$ cat src/rtl/mc_control.sv
// Multicycle ARM-subset main controller: instruction-sequencing FSM, ALU decoder,
// NZCV flag register and condition check that qualifies every architectural write.
module mc_control (
  input  logic       CLK,
  input  logic       RST,
  input  logic [3:0] Cond,
  input  logic [1:0] Op,
  input  logic [5:0] Funct,
  input  logic [3:0] Rd,
  input  logic [3:0] ALUFlags,
  output logic       PCWrite,
  output logic       MemWrite,
  output logic       IRWrite,
  output logic       RegWrite,
  output logic       AdrSrc,
  output logic [1:0] ResultSrc,
  output logic [1:0] ALUSrcA,
  output logic [1:0] ALUSrcB,
  output logic [1:0] ALUControl,
  output logic [1:0] ImmSrc,
  output logic [1:0] RegSrc,
  output logic [3:0] State
);

  typedef enum logic [3:0] {
    FETCH  = 4'd0,
    DECODE = 4'd1,
    MEMADR = 4'd2,
    MEMRD  = 4'd3,
    MEMWB  = 4'd4,
    MEMWR  = 4'd5,
    EXECR  = 4'd6,
    EXECI  = 4'd7,
    ALUWB  = 4'd8,
    BRANCH = 4'd9
  } state_t;

  typedef struct packed {
    logic       irw;
    logic       nextpc;
    logic       adrsrc;
    logic       regw;
    logic       memw;
    logic       branch;
    logic       aluop;
    logic [1:0] srca;
    logic [1:0] srcb;
    logic [1:0] ressrc;
  } ctrl_t;

  localparam logic [3:0] CMD_AND = 4'b0000;
  localparam logic [3:0] CMD_SUB = 4'b0010;
  localparam logic [3:0] CMD_ADD = 4'b0100;
  localparam logic [3:0] CMD_CMP = 4'b1010;
  localparam logic [3:0] CMD_ORR = 4'b1100;

  // Raw (unqualified) controls asserted in each state.
  function automatic ctrl_t ctrl_of(input state_t s);
    ctrl_t c;
    c = '0;
    case (s)
      FETCH: begin
        c.irw    = 1'b1;
        c.nextpc = 1'b1;
        c.srca   = 2'b01;
        c.srcb   = 2'b10;
        c.ressrc = 2'b10;
      end
      DECODE: begin
        c.srca   = 2'b01;
        c.srcb   = 2'b10;
        c.ressrc = 2'b10;
      end
      MEMADR: c.srcb = 2'b01;
      MEMRD:  c.adrsrc = 1'b1;
      MEMWB: begin
        c.ressrc = 2'b01;
        c.regw   = 1'b1;
      end
      MEMWR: begin
        c.adrsrc = 1'b1;
        c.memw   = 1'b1;
      end
      EXECR: c.aluop = 1'b1;
      EXECI: begin
        c.aluop = 1'b1;
        c.srcb  = 2'b01;
      end
      ALUWB: c.regw = 1'b1;
      BRANCH: begin
        c.srcb   = 2'b01;
        c.ressrc = 2'b10;
        c.branch = 1'b1;
      end
      default: c = '0;
    endcase
    return c;
  endfunction

  state_t     state_q, state_d;
  ctrl_t      ctrl_q;
  logic [3:0] flags_q;
  logic [3:0] cmd;
  logic       s_bit;
  logic [1:0] alu_ctl;
  logic [1:0] flag_w;
  logic       no_write;
  logic       cond_ex;
  logic       pcs;
  logic       exec;

  assign cmd   = Funct[4:1];
  assign s_bit = Funct[0];
  assign exec  = (state_q == EXECR) || (state_q == EXECI);

  always_comb begin
    state_d = FETCH;
    case (state_q)
      FETCH:  state_d = DECODE;
      DECODE: begin
        case (Op)
          2'b00:   state_d = Funct[5] ? EXECI : EXECR;
          2'b01:   state_d = MEMADR;
          2'b10:   state_d = BRANCH;
          default: state_d = FETCH;
        endcase
      end
      MEMADR: state_d = Funct[0] ? MEMRD : MEMWR;
      MEMRD:  state_d = MEMWB;
      EXECR:  state_d = ALUWB;
      EXECI:  state_d = ALUWB;
      default: state_d = FETCH;
    endcase
  end

  // NoWrite must persist into ALUWB, so it is decoded from the held opcode, not ALUOp.
  always_comb begin
    alu_ctl  = 2'b00;
    flag_w   = 2'b00;
    no_write = (Op == 2'b00) && (cmd == CMD_CMP);
    if (ctrl_q.aluop) begin
      case (cmd)
        CMD_ADD: begin alu_ctl = 2'b00; flag_w = {s_bit, s_bit}; end
        CMD_SUB: begin alu_ctl = 2'b01; flag_w = {s_bit, s_bit}; end
        CMD_AND: begin alu_ctl = 2'b10; flag_w = {s_bit, 1'b0}; end
        CMD_ORR: begin alu_ctl = 2'b11; flag_w = {s_bit, 1'b0}; end
        CMD_CMP: begin alu_ctl = 2'b01; flag_w = 2'b11; end
        default: begin alu_ctl = 2'b00; flag_w = 2'b00; end
      endcase
    end
  end

  always_comb begin
    logic n, z, c, v;
    {n, z, c, v} = flags_q;
    cond_ex = 1'b0;
    case (Cond)
      4'b0000: cond_ex = z;
      4'b0001: cond_ex = ~z;
      4'b0010: cond_ex = c;
      4'b0011: cond_ex = ~c;
      4'b0100: cond_ex = n;
      4'b0101: cond_ex = ~n;
      4'b0110: cond_ex = v;
      4'b0111: cond_ex = ~v;
      4'b1000: cond_ex = c & ~z;
      4'b1001: cond_ex = ~c | z;
      4'b1010: cond_ex = (n == v);
      4'b1011: cond_ex = (n != v);
      4'b1100: cond_ex = ~z & (n == v);
      4'b1101: cond_ex = z | (n != v);
      4'b1110: cond_ex = 1'b1;
      default: cond_ex = 1'b0;
    endcase
  end

  always_ff @(posedge CLK or posedge RST) begin
    if (RST) begin
      state_q <= FETCH;
      ctrl_q  <= ctrl_of(FETCH);
      flags_q <= 4'b0000;
    end else begin
      state_q <= state_d;
      ctrl_q  <= ctrl_of(state_d);
      if (exec && cond_ex && flag_w[1]) flags_q[3:2] <= ALUFlags[3:2];
      if (exec && cond_ex && flag_w[0]) flags_q[1:0] <= ALUFlags[1:0];
    end
  end

  // Write enables are masked by RST directly so an abort takes effect without a clock.
  assign pcs      = ((Rd == 4'hF) & ctrl_q.regw) | ctrl_q.branch;
  assign PCWrite  = ~RST & (ctrl_q.nextpc | (pcs & cond_ex & ~no_write));
  assign RegWrite = ~RST & ctrl_q.regw & cond_ex & ~no_write & (Rd != 4'hF);
  assign MemWrite = ~RST & ctrl_q.memw & cond_ex;
  assign IRWrite  = ~RST & ctrl_q.irw;

  assign AdrSrc     = ctrl_q.adrsrc;
  assign ResultSrc  = ctrl_q.ressrc;
  assign ALUSrcA    = ctrl_q.srca;
  assign ALUSrcB    = ctrl_q.srcb;
  assign ALUControl = alu_ctl;
  assign ImmSrc     = Op;
  assign RegSrc     = {Op == 2'b01, Op == 2'b10};
  assign State      = state_q;

endmodule

$ cat config.mk
export PLATFORM = sky130hd
export DESIGN_NAME = mc_control
export DESIGN_NICKNAME = d
export VERILOG_FILES = /design/src/rtl/mc_control.sv
export SDC_FILE = /design/constraint.sdc
export NUM_CORES = 1
export LEC_CHECK = 0
export ABC_CLOCK_PERIOD_IN_PS = 3760
export BUFFER_PORTS_ARGS = -buffer_cell sky130_fd_sc_hd__buf_2
export CAP_MARGIN = 0
export CORE_AREA = 2 2 51 53
export CTS_CLUSTER_SIZE = 8
export DETAILED_ROUTE_END_ITERATION = 8
export DIE_AREA = 0 0 53 55
export GPL_TIMING_DRIVEN = 0
export PLACE_DENSITY = 0.87
export SLEW_MARGIN = 20
export SYNTH_ARGS = -nofsm -noshare
export SYNTH_HDL_FRONTEND = slang
export SYNTH_SLANG_ARGS = --single-unit
$ cat constraint.sdc
create_clock -name CLK -period 3.76 [get_ports CLK]
set_input_delay 0.188 -clock CLK [delete_from_list [all_inputs] [get_ports CLK]]
set_output_delay 0.188 -clock CLK [all_outputs]
set_load 0.02 [all_outputs]
==> metrics.md, run 1 <==
| Metric | Value |
|---|---|
| Run status | `complete, no violations` |
| Worst Reg-to-Reg Cells | `5` |
| CTS buffer count | `3` |
| Hold Path Class | `input pin to asynchronous set/reset pin` |
| Routed vias/inst | `roughly 5.4` |
| Sequential Power Share | `39.3%` |
| Reg-to-Reg Start | `State[3]` |
| CTS resizes | `0` |
| XOR/XNOR share of the synthesized area | `roughly 2.3%` |
| CTS tree | `built` |
| WHS | `approximately 0.0068 ns` |
| Ports | `43` |
| Most common cell after layout, fill and taps aside | `buf_2` |
| Core box area | `2365 µm²` |
| Area Overhead vs Synth | `22.96%` |
| Area fraction of the dominant cell type after synthesis | `roughly a third` |
| Die X | `~53 µm` |
| Setup_tns | `0 ns` |
| Compound-cell area share of the yosys netlist | `between 10% and 20%` |
| Area leader, netlist | `dfrtp_1` |
| Syn. warnings | `0` |
| Worst R2R Setup Slack | `approximately 1.8 ns` |
| Via count | `roughly 1000` |
| Final count of negative-setup-slack endpoints | `0` |
| Clk_skew | `0.005326 ns` |
| WL final | `2.607 mm` |
| Placed insts | `189` |
| Dpl ws | `between 1.5 and 2 ns` |
| Unrepaired setup endpoints after global routing | `no` |
| Number of H-tree levels | `1` |
| Synth Area in Simple Gates | `between 20% and 30%` |
| Gate power share | `approximately 48%` |
| Fmax | `0.4362 GHz` |
| Worst reg2reg endpoint | `flags_q[3]` |
| Syn_nets | `between 100 and 150` |
| Die Y-Extent | `55 µm` |
| Crit path launch | `flags_q[3]` |
| Utilization after layout | `between 60 and 70%` |
| Total grt overflow | `0` |
| Final hold viol count | `0` |
| Crit Path Category | `flop to output port` |
| GP Congestion | `about 0.84` |
| Main flop type after synthesis | `dfrtp_1` |
| # clock sinks | `19` |
| Switching part of the total power | `39.53%` |
| Port Buffers | `40` |
| Slew Limit Fails | `0` |
| Reg clk slew, reported paths | `0.11 ns` |
| Mapped Area | `around 1200 µm²` |
| Relative slew margins | `a little over half` |
| Yosys reg bits | `19` |
| Async S/R FF share, synth | `between 90% and 100%` |
| Routed Antenna Nets | `0` |
| Post-Layout Inst Area | `1434 µm²` |
| Peak VDD IR | `approximately 0.5 mV` |
| Worst skew pair latency | `~0.3 ns` |
| Post-synthesis adder-cell area fraction | `0%` |
| Row count | `18` |
| Worst-path fanout max | `3` |
| Nets | `around 190` |
| Most frequent cells in the layout | `41 x buf_2, 15 x dfrtp_1, 8 x inv_1, 8 x buf_4, 7 x a21oi_1` |
| Fin cells | `approximately 190` |
| Hpwl dp | `approximately 2.1 mm` |
| WP data arrival | `approximately 2.1 ns` |
| Drt initial violations | `10` |
| Min Tclk post-route | `roughly 2.3 ns` |
| Root Buffer | `clkbuf_4` |
| Ranking of synthesized cells by area | `dfrtp_1 32%, dfstp_2 9.0%, buf_4 5.2%` |
| Crit start category | `flop` |
| First-pass GRT wire length | `slightly above 4 mm` |
| # hold bufs at CTS | `0` |
| Psw | `0.3164 mW` |
| DRC Markers | `0` |
| Combinational family with the most area after synthesis | `simple AND/OR/NAND/NOR gates` |
| Clock tree buffer depth | `2` |
| Mux share of post-synthesis cell area | `between 6 and 7%` |
| Vias in the first global route | `approximately 1000` |
| Worst-Margin Slew | `between 0.7 and 0.8 ns` |
| WP data required | `~3.6 ns` |
| Clock Power Share | `13.3%` |
| Layout cells sized above 1 | `between 30% and 40%` |
| Yosys cell types | `45` |
| DR WL/cell | `~14 µm` |
| EDFF count, synth | `0` |
| Final worst setup slack | `about 1.5 ns` |
| Post-DP Area | `around 1400 µm²` |
| Register area share after synthesis | `between 40% and 50%` |
| Tcrit/Tclk final | `approximately 61%` |
| Starting Density | `between 40% and 50%` |
| Pwr dens | `558.1 nW/µm²` |
| P_leak | `0.7253 nW` |
| Die footprint | `slightly below 3000 µm²` |
| # diodes | `0` |
| Fillers | `about 230` |
| Initial DRT Pass Iterations | `4` |
| Max-cap viol count | `0` |
| # Post-CTS Setup Buffers | `0` |
| Largest net degree at the start of global routing | `21` |
| CP Capture Type | `output port` |
| GRT Total Usage | `between 15 and 20%` |
| Total power | `~0.8 mW` |
| Initial antenna violation count | `0` |
| Mapped Cells | `about 120` |
| Power Internal | `0.4839 mW` |
| Avg Cell Area, Syn | `between 9 and 10 µm²` |
==> per-layer routing <==
layer,GRT usage (%),share of wire [%],vias up
met5,0,0,-
met4,11.11,2.1,0
met2,35.63,53,43
li1,-,-,508
met3,3.495,5.2,7
met1,21.58,40,487
==> cells in the mapped netlist, drive strengths merged (3+ instances only) <==
master and number:
dfrtp 15, buf 10, inv 8, a21oi 7, nand2b 6, nor2b 6
mux2 5, nand2 5, nor2 5, dfstp 4, o21ai 4, or3b 4
nand3b 3, nor3 3, nor4 3
==> sequential cells by signal, summed over array words and instances, names as in the netlist <==
signal	cells
State	4
AdrSrc	1
flags_q	4
ResultSrc	2
ALUSrcA	1
ctrl_q	5
ALUSrcB	2
==> how the worst max path moves through the flow <==
stage | cells past startpoint | end
floorplan | 5 | PCWrite
global placement | 5 | flags_q[2]
global route | 6 | PCWrite
CTS | 6 | PCWrite
finish | 6 | PCWrite
detailed placement | 5 | flags_q[3]
==> critical path, stage by stage, from the launching register on <==
cell and delay, ns:
dfrtp_1 0.43, xor2_1 0.26, o2bb2ai_1 0.12, mux2i_1 0.18
and3_1 0.25, o41ai_1 0.34, buf_2 0.22
==> area by class of cell <==
class | instances | area [µm²] | area share (%)
inverters | 8 | 30.03 | 2.094
flip-flops and latches | 19 | 480.5 | 33.51
multi-input cells | 82 | 579.3 | 40.40
repair buffers | 40 | 200.2 | 13.96
clock inverters | 1 | 7.507 | 0.5236
plain buffers | 10 | 76.32 | 5.323
well taps | 30 | 37.54 | 2.618
clock buffers | 3 | 22.52 | 1.571
==> power groups by stage <==
stage	clock network, mW	logic (mW)	registers [mW]
floorplan	0	0.254	0.334
global route	0.116	0.418	0.323
detailed placement	0	0.381	0.318
global placement	0	0.368	0.315
CTS	0.108	0.382	0.315
finish	0.106	0.380	0.314
==> cells by family (layout without fill, tap and decap cells) <==
group	Yosys count	count (layout)
compound gates	25	25
xor+xnor	3	3
buf+inv	18	62
flops	19	19
mux	7	7
other cells	1	1
simple gates	46	46
Power figures use the tool's default switching activity.
==> inputs of run 2 (changes only) <==
ABC_AREA = 1   (was not set)
ABC_CLOCK_PERIOD_IN_PS = 1900   (was 3760)
CORE_AREA = 2 2 55 57   (was 2 2 51 53)
DIE_AREA = 0 0 57 59   (was 0 0 53 55)
PLACE_DENSITY = 0.81   (was 0.87)
clock period = 1.9 ns   (was 3.76 ns; I/O delays follow)
==> run 2 against run 1 <==
Utilization decreased by 5.1 points. Clock skew decreased by 0.0030 ns. Die area increased by 15%. Largest power group unchanged. Hold slack improved by 0.046 ns. Register-to-register slack got worse by 1.4 ns. Area after synthesis increased by 1.6%. Via count increased by 12%. Power increased by 95%. Non-clock buffer count increased by 4. First-iteration DRC count increased to 4.6 times the previous value. Critical path type unchanged. Critical path depth increased by 5. Wire length decreased by 3.9%.
==> metrics.md, run 2 <==
| Metric | Value |
|---|---|
| Routing usage on met3 | `about 2.0%` |
| Row count | `19` |
| Initial DRT Pass Iterations | `4` |
| Met2 Use GR | `approximately 28%` |
| Die footprint | `3363 µm²` |
| Starting Density | `43.72%` |
| Mapped Cells | `about 170` |
| GP Congestion | `between 0.8 and 0.9` |
| Most Frequent Cell on Critical Path | `nand2_1` |
| # diodes | `0` |
| Ports | `43` |
| Vias in the first global route | `about 1000` |
| Most frequent cells in the layout | `43 x nand2_1, 41 x buf_2, 26 x inv_1` |
| Hold Path Class | `input pin to flop` |
| Final hold viol count | `0` |
| Slowest cell on crit path | `dfrtp_1` |
| Mapped Area | `between 1000 and 1500 µm²` |
| CTS tree | `built` |
| Port Buffers | `a little over 40` |
| Total grt overflow | `0` |
| Tcrit/Tclk final | `between 90% and 100%` |
| Area leader, netlist | `dfrtp_1` |
| Top-count cell post-synth | `nand2_1` |
| Clk_skew | `~0.0023 ns` |
| Number of H-tree levels | `1` |
| Register area share after synthesis | `40.55%` |
| Final count of negative-setup-slack endpoints | `0` |
| CTS buffer count | `3` |
| Nets | `around 240` |
| Worst-Margin Slew | `0.6949 ns` |
| Die X | `57 µm` |
| # clock sinks | `19` |
| Utilization after layout | `55.49%` |
| Largest net degree at the start of global routing | `16` |
| Crit path cell chain | `buf_4 > nand2_1 > nand3_1 > nand2_1 > nand2_1 > nand2_1 > nor2_2 > nand2_2 > nand4_1 > nand2_1 > buf_2` |
| WL final | `~2.5 mm` |
| Worst skew pair latency | `0.29 ns` |
| Crit Path Category | `flop to output port` |
| Max-cap viol count | `0` |
| Root Buffer | `clkbuf_4` |
| Placed insts | `around 240` |
| Initial antenna violation count | `0` |
| WP data arrival | `1.67 ns` |
| Via count | `about 1200` |
| Post-DP Area | `around 1400 µm²` |
| Clock tree buffer depth | `2` |
| DR WL/cell | `between 10 and 15 µm` |
| EDFF count, synth | `0` |
| WHS | `0.05284 ns` |
| WP data required | `roughly 1.8 ns` |
| Area Overhead vs Synth | `26.93%` |
| Max incr delay on CP | `between 0.4 and 0.5 ns` |
| Yosys cell types | `24` |
| Layout cells sized above 1 | `between 30% and 40%` |
| Most common cell after layout, fill and taps aside | `nand2_1` |
| Max reg flops | `5` |
| Relative slew margins | `~54%` |
| Fmax | `0.5654 GHz` |
| Routed vias/inst | `4.725` |
| Ranking of synthesized cells by area | `dfrtp_1 32%, nand2_1 14%, dfstp_2 8.9%` |
| Hpwl dp | `1.993 mm` |
| Slew Limit Fails | `0` |
| Yosys reg bits | `19` |
| Syn. warnings | `0` |
| DRC Markers | `0` |
| Peak VDD IR | `a little over 1 mV` |
| Async S/R FF share, synth | `100.0%` |
| Core box area | `approximately 2700 µm²` |
| Routed Antenna Nets | `0` |
| Run status | `complete, no violations` |
| Crit start category | `flop` |
| Main flop type after synthesis | `dfrtp_1` |
| Worst-path fanout max | `4` |
| Area fraction of the dominant cell type after synthesis | `31.68%` |
| Fillers | `about 280` |
| Die Y-Extent | `approximately 59 µm` |
| Avg Cell Area, Syn | `7.138 µm²` |
| Largest reg by FF count | `ctrl_q` |
| Reg clk slew, reported paths | `approximately 0.1 ns` |
| Min Tclk post-route | `about 1.8 ns` |
| CP Capture Type | `output port` |
| Fin cells | `approximately 250` |
| Drt initial violations | `46` |
| Syn_nets | `roughly 190` |
| GR met1 Demand/Resource | `about 18%` |
| GRT Total Usage | `~15%` |
| Pwr dens | `between 1000 and 1500 nW/µm²` |
| Post-Layout Inst Area | `roughly 1500 µm²` |
| Worst Reg-to-Reg Cells | `12` |
| GRT busiest layer | `met2` |
| Hold Crit Depth | `3` |
| First-pass GRT wire length | `about 4 mm` |
| P_leak | `~0.87 nW` |
| Synth top cells by count | `43 x nand2_1, 26 x inv_1, 20 x nor2_1, 18 x nand3_1, 15 x dfrtp_1` |
==> run 2: changes by cell type after synthesis, moves of 4 or more <==
cell      before  now
inv_1          8   26
mux2_1         4    0
nand2_1        5   43
nand2b_1       5    0
nand3_1        0   18
nand4_1        0    8
nor2_1         5   20
nor2b_1        5    0
or3b_1         4    0
==> run 2: where the power goes <==
group          internal [mW]  switching, mW
Sequential             0.548         0.0596
Combinational          0.299          0.456
Clock                 0.0783          0.118
Total                  0.925          0.633
==> run 2: layer usage <==
metal | routed length [µm] | share of wire, %
met1 | 1065 | 43
met3 | 137 | 5.5
met2 | 1289 | 51
met5 | 0 | 0
met4 | 12 | 0.48
==> run 2: layout make-up <==
cell class,count,area [µm²],area share (%)
repair buffers,46,250.2,16.64
multi-input cells,112,545.5,36.27
clock buffers,3,22.52,1.498
plain buffers,8,60.06,3.993
flip-flops and latches,19,480.5,31.95
well taps,31,38.79,2.579
inverters,27,101.3,6.739
clock inverters,1,5.005,0.3328
==> run 2: worst paths after layout <==
kind | slack [ns] | to | start
max reg2reg | 0.39 | flags_q[3] | flags_q[0]
max in group asynchronous | 0.25 | State[3] | RST
min | 0.05 | flags_q[0] | ALUFlags[0]
min reg2reg | 0.51 | ResultSrc[0] | State[2]
min in group asynchronous | 0.52 | ALUSrcB[1] | RST
max | 0.13 | PCWrite | flags_q[0]
==> run 2: cells by family (layout without fill, tap and decap cells) <==
family                 count (synthesis)  in the layout  share of synthesized area (%)
AOI/OAI and AO/OA                     11             11                          6.970
DFF                                   19             19                          40.55
buffers and inverters                 35             85                          13.62
and+or+nand+nor                      100            100                          38.54
other                                  1              1                         0.3165
==> run 2: critical path: cells and delay by family (launching register included) <==
| kind | cells | cell delay (ns) |
|---|---|---|
| simple gates | 9 | 0.68 |
| flops | 1 | 0.42 |
| buf+inv | 2 | 0.29 |
==> run 2: per-stage QoR <==
step                setup TNS, ns  total power [mW]  setup slack, ns
CTS                             0             1.576          0.03185
finish                          0             1.558           0.1313
detailed placement              0             1.368           0.3682
global placement                0             1.348           0.3982
global route             -0.01446             1.675         -0.01446
floorplan                       0             1.163           0.4957
==> run 2: timing repair <==
item                                    CTS  global route
endpoints found under the setup margin    0             2
endpoints found under the hold margin    16             0
setup buffers                             0             2
hold buffers                              3             0
gates resized for setup                   0             1
